<file path="config.mk">
export PLATFORM = sky130hd
export DESIGN_NAME = gcd_client
export DESIGN_NICKNAME = d
export VERILOG_FILES = /design/src/rtl/gcd_pkg.sv /design/src/rtl/gcd_client_sat_ctr.sv /design/src/rtl/gcd_client.sv
export SDC_FILE = /design/constraint.sdc
export NUM_CORES = 1
export LEC_CHECK = 0
export CORE_MARGIN = 2
export CORE_UTILIZATION = 44
export CTS_BUF_LIST = sky130_fd_sc_hd__clkbuf_4 sky130_fd_sc_hd__clkbuf_8
export DETAILED_ROUTE_END_ITERATION = 12
export PLACE_DENSITY_LB_ADDON = 0.08
export SLEW_MARGIN = 20
export SYNTH_ARGS = -nofsm -noshare
export SYNTH_HDL_FRONTEND = slang
export SYNTH_SLANG_ARGS = --single-unit
</file>
<file path="constraint.sdc">
create_clock -name clk_i -period 2.52 [get_ports clk_i]
set_clock_uncertainty 0.2 [all_clocks]
set_input_delay 0.252 -clock clk_i [delete_from_list [all_inputs] [get_ports clk_i]]
set_output_delay 0.252 -clock clk_i [all_outputs]
set_load 0.01 [all_outputs]
</file>
<file path="src/rtl/gcd_pkg.sv">
// Shared definitions for the gcd unit and its client.
package gcd_pkg;

  typedef enum logic [1:0] {
    eIDLE  = 2'd0,
    eISSUE = 2'd1,
    eWAIT  = 2'd2,
    eOUT   = 2'd3
  } gcd_client_state_e;

endpackage

</file>
<file path="src/rtl/gcd_client_sat_ctr.sv">
// Latency counter: loads 1, increments on request, sticks at all-ones.
module gcd_client_sat_ctr #(
  parameter int unsigned width_p = 16
) (
  input  logic               clk_i,
  input  logic               reset_n_i,
  input  logic               load_i,
  input  logic               inc_i,
  output logic [width_p-1:0] count_o
);

  logic [width_p-1:0] count_q;

  // Load has priority; increment stops at the maximum value instead of wrapping.
  always_ff @(posedge clk_i or negedge reset_n_i) begin
    if (!reset_n_i) begin
      count_q <= '0;
    end else if (load_i) begin
      count_q <= width_p'(1);
    end else if (inc_i && (count_q != {width_p{1'b1}})) begin
      count_q <= count_q + width_p'(1);
    end
  end

  assign count_o = count_q;

endmodule

</file>
<file path="src/rtl/gcd_client.sv">
// Single-outstanding-job initiator for the gcd unit: accept, issue, wait, return.
module gcd_client
  import gcd_pkg::*;
#(
  parameter int unsigned width_p       = 32,
  parameter int unsigned cycle_width_p = 16,
  parameter int unsigned timeout_p     = 1000
) (
  input  logic                     clk_i,
  input  logic                     reset_n_i,
  input  logic                     en_i,
  input  logic                     job_v_i,
  input  logic [width_p-1:0]       job_a_i,
  input  logic [width_p-1:0]       job_b_i,
  output logic                     job_ready_o,
  output logic                     gcd_v_o,
  output logic [width_p-1:0]       gcd_a_o,
  output logic [width_p-1:0]       gcd_b_o,
  input  logic                     gcd_ready_i,
  input  logic                     gcd_v_i,
  input  logic [width_p-1:0]       gcd_data_i,
  output logic                     gcd_yumi_o,
  output logic                     res_v_o,
  output logic [width_p-1:0]       res_a_o,
  output logic [width_p-1:0]       res_b_o,
  output logic [width_p-1:0]       res_gcd_o,
  output logic [cycle_width_p-1:0] res_cycles_o,
  input  logic                     res_yumi_i,
  output logic [31:0]              done_count_o,
  output logic                     error_o
);

  gcd_client_state_e        state_q;
  logic [width_p-1:0]       a_q;
  logic [width_p-1:0]       b_q;
  logic [width_p-1:0]       res_gcd_q;
  logic [cycle_width_p-1:0] res_cycles_q;
  logic [31:0]              done_count_q;
  logic                     error_q;
  logic [cycle_width_p-1:0] cyc;
  logic                     issue_fire;
  logic                     wait_idle;

  // Handshake decodes straight from the state register.
  assign job_ready_o = (state_q == eIDLE) && en_i;
  assign gcd_v_o     = (state_q == eISSUE);
  assign gcd_yumi_o  = (state_q == eWAIT) && gcd_v_i;
  assign res_v_o     = (state_q == eOUT);
  assign issue_fire  = gcd_v_o && gcd_ready_i;
  assign wait_idle   = (state_q == eWAIT) && !gcd_v_i;

  // Issue-to-result cycle count; starts at 1 on the issue handshake.
  gcd_client_sat_ctr #(
    .width_p (cycle_width_p)
  ) u_cyc (
    .clk_i     (clk_i),
    .reset_n_i (reset_n_i),
    .load_i    (issue_fire),
    .inc_i     (wait_idle),
    .count_o   (cyc)
  );

  // Job FSM plus operand, result, completion and timeout registers.
  always_ff @(posedge clk_i or negedge reset_n_i) begin
    if (!reset_n_i) begin
      state_q      <= eIDLE;
      a_q          <= '0;
      b_q          <= '0;
      res_gcd_q    <= '0;
      res_cycles_q <= '0;
      done_count_q <= '0;
      error_q      <= 1'b0;
    end else begin
      case (state_q)
        eIDLE: begin
          if (job_ready_o && job_v_i) begin
            a_q     <= job_a_i;
            b_q     <= job_b_i;
            state_q <= eISSUE;
          end
        end
        eISSUE: begin
          if (gcd_ready_i) begin
            state_q <= eWAIT;
          end
        end
        eWAIT: begin
          if (gcd_v_i) begin
            res_gcd_q    <= gcd_data_i;
            res_cycles_q <= cyc;
            state_q      <= eOUT;
          end else if (cyc == cycle_width_p'(timeout_p)) begin
            // Flag only; the job keeps waiting for its result.
            error_q <= 1'b1;
          end
        end
        eOUT: begin
          if (res_yumi_i) begin
            done_count_q <= done_count_q + 32'd1;
            state_q      <= eIDLE;
          end
        end
        default: state_q <= eIDLE;
      endcase
    end
  end

  assign gcd_a_o      = a_q;
  assign gcd_b_o      = b_q;
  assign res_a_o      = a_q;
  assign res_b_o      = b_q;
  assign res_gcd_o    = res_gcd_q;
  assign res_cycles_o = res_cycles_q;
  assign done_count_o = done_count_q;
  assign error_o      = error_q;

endmodule

</file>
==> results.toml <==
[outcome]
status = "complete, no violations"

[detailed_routing]
vias_per_cell = 5.05
postRouteAntennaNets = 0
drt-total-wl_mm = 19.6
vias = 5286
drt-wirelength-per-cell_um = 18.8
drc = 0
drt-pass1-iter-count = 4
drt_first_iter_violations = 239

[cts]
cts.repair.resized = 0
htree_levels = 4
path_clk_slew_ps = 80
cts_buffers = 17
numClockSinks = 163
cts_tree = "yes"
ctsRootBufferMaster = "clkbuf_8"
max-clock-path-buffers = 2
clkLatencyLatePin_ps = 440

[global_route]
grt_use_total = 0.227
grt_overflow = 0
grt_max_degree = 83
antenna_found_initial = 0
grt_pass1_wl_mm = 30.9
grt_pass1_vias = 5339

[final_layout]
fin_nets = 931
layout_common_cells = "clkdlybuf4s50_1, dfrtp_1, mux2_2, nand2_1, xnor2_1"
final_common_cell = "clkdlybuf4s50_1"
final_cells = 1046
fill_cells = 1221
final_core_util = 0.664
drive_gt1_frac = 0.189
syn_to_final_growth_pct = 46.8
diodes = 0

[power_and_ir_drop]
ir_drop_mv = 0.486
p_leak_nw = 4.43
power.density_nw_per_um2 = 1090

[placement]
numPortBuffers = 315
place_hpwl_mm = 15.1
gp_congestion = 0.887
dp.cells = 1017

[worst_setup_path]
crit_arrival_ps = 1930
setup.worst_path.start_class = "register"
rr_worst_depth = 5
cp_max_fo = 4
required_ps = 2070
endpoint_kind = "output port"
crit_type = "reg -> out"

[sta]
tightest_slew_ps = 470
rsz0062_at_grt = "false"
fin_crit_ps = 2380
hold_viol_final = 0
max_freq_mhz = 419
tns_ps = 0
drv_slew = 0
slew_headroom = 0.686
finalSetupViolCount = 0
min_period_over_period = 0.946

[floorplan]
die_y_um = 132
core_um2 = 15900
rows = 46
die_w_um = 132
dieArea_um2 = 17400
start_util = 0.452
ios = 316

[synth]
synth_cells = 558
yosysSeqAreaShare = 0.566
ys_types = 39
netlist_area_um2 = 7210
synth-seq-cells = 163
ys.warnings.count = 0
synth_edf_count = 0
syn_area_per_cell_um2 = 12.9
syn_nets = 668
async_flop_share = 1.00
ys.flop_type = "dfrtp_1"

[run]
cap_violations = 0

[worst_hold_path]
hold_path.class = "in -> async"
[critical path: stages, from the launching register on]
cell and delay (ps):
dfrtp_1 420, inv_1 100, ha_1 230, nand2_2 100
inv_1 60, clkdlybuf4s50_1 570
[worst paths after layout]
path | slack [ps] | end | from
worst max-delay path | 140 | gcd_yumi_o | state_q[0]
worst min-delay path | 180 | done_count_o[9] | reset_n_i
worst max register to register | 360 | u_cyc.count_o[14] | u_cyc.count_o[1]
worst min register to register | 280 | done_count_o[31] | done_count_o[31]
max in group asynchronous | 1560 | gcd_b_o[20] | reset_n_i
min in group clk_i | 220 | res_gcd_o[9] | gcd_data_i[9]
[routing by layer]
metal	GRT usage	routed length, um	up-vias
met3	0.0531	1130	35
met4	0.0839	546	0
met1	0.260	7420	2642
met2	0.413	10500	184
met5	0	0	-
li1	-	-	2425
[per-stage QoR]
step / hold slack [ps] / setup WS [ps] / power, mW / instance area [um2]
2_1_floorplan: -244 / 433 / 6.85 / 7210
3_3_place_gp: 97.4 / 440 / 9.59 / 10200
3_5_place_dp: 109 / 375 / 9.77 / 10200
4_1_cts: 189 / 103 / 11.6 / 10600
5_1_grt: 183 / 38.6 / 12.0 / 10600
6_report: 183 / 136 / 11.5 / 10600
[sequential cells by signal, summed over array words and instances (netlist names)]
name / cells
gcd_b_o: 32
res_gcd_o: 32
res_cycles_o: 16
gcd_a_o: 32
u_cyc.count_o: 16
error_o: 1
done_count_o: 32
state_q: 2
[power breakdown]
part	leakage [nW]	switching, mW	internal [mW]
Clock	0.199	0.882	0.969
Combinational	2.17	2.15	3.34
Sequential	2.06	0.634	3.51
Total	4.43	3.66	7.82
[logic make-up (layout without fill, tap and decap cells)]
family,count (synthesis),in the layout,share of synthesized area
xor gates and xnor gates,31,31,0.0377
adders and majority gates,7,7,0.0121
buffers and inverters,92,364,0.0840
DFF,163,163,0.566
muxes,113,113,0.176
AOI/OAI and AO/OA,33,33,0.0299
and+or+nand+nor,119,119,0.0946
[Yosys cell counts, types with 7 or more instances]
cell	n	area, um2
buf_4	65	488
mux2_2	110	1240
o21ai_0	7	35.0
clkbuf_1	10	37.5
nand4_1	19	119
o31ai_1	7	52.6
or4_1	9	67.6
nor4_1	7	43.8
nand3_1	17	85.1
and3_1	7	43.8
nand2_1	29	109
a21oi_1	9	45.0
xnor2_1	27	236
ha_1	7	87.6
buf_2	7	35.0
inv_1	9	33.8
dfrtp_1	163	4080
[timing repair]
action,in CTS,in global routing
hold buffers,1,0
hold endpoints to repair,163,0
setup buffers,0,0
[cell type report]
class / instances / area, um2 / share of cell area
Multi-Input combinational cell: 303 / 2540 / 0.240
Inverter: 9 / 33.8 / 0.00319
Timing Repair Buffer: 327 / 3280 / 0.310
Clock inverter: 6 / 80.1 / 0.00757
Clock buffer: 22 / 297 / 0.0280
Sequential cell: 163 / 4080 / 0.386
Tap cell: 216 / 270 / 0.0255
No activity file was read; power rests on OpenSTA's default activity.
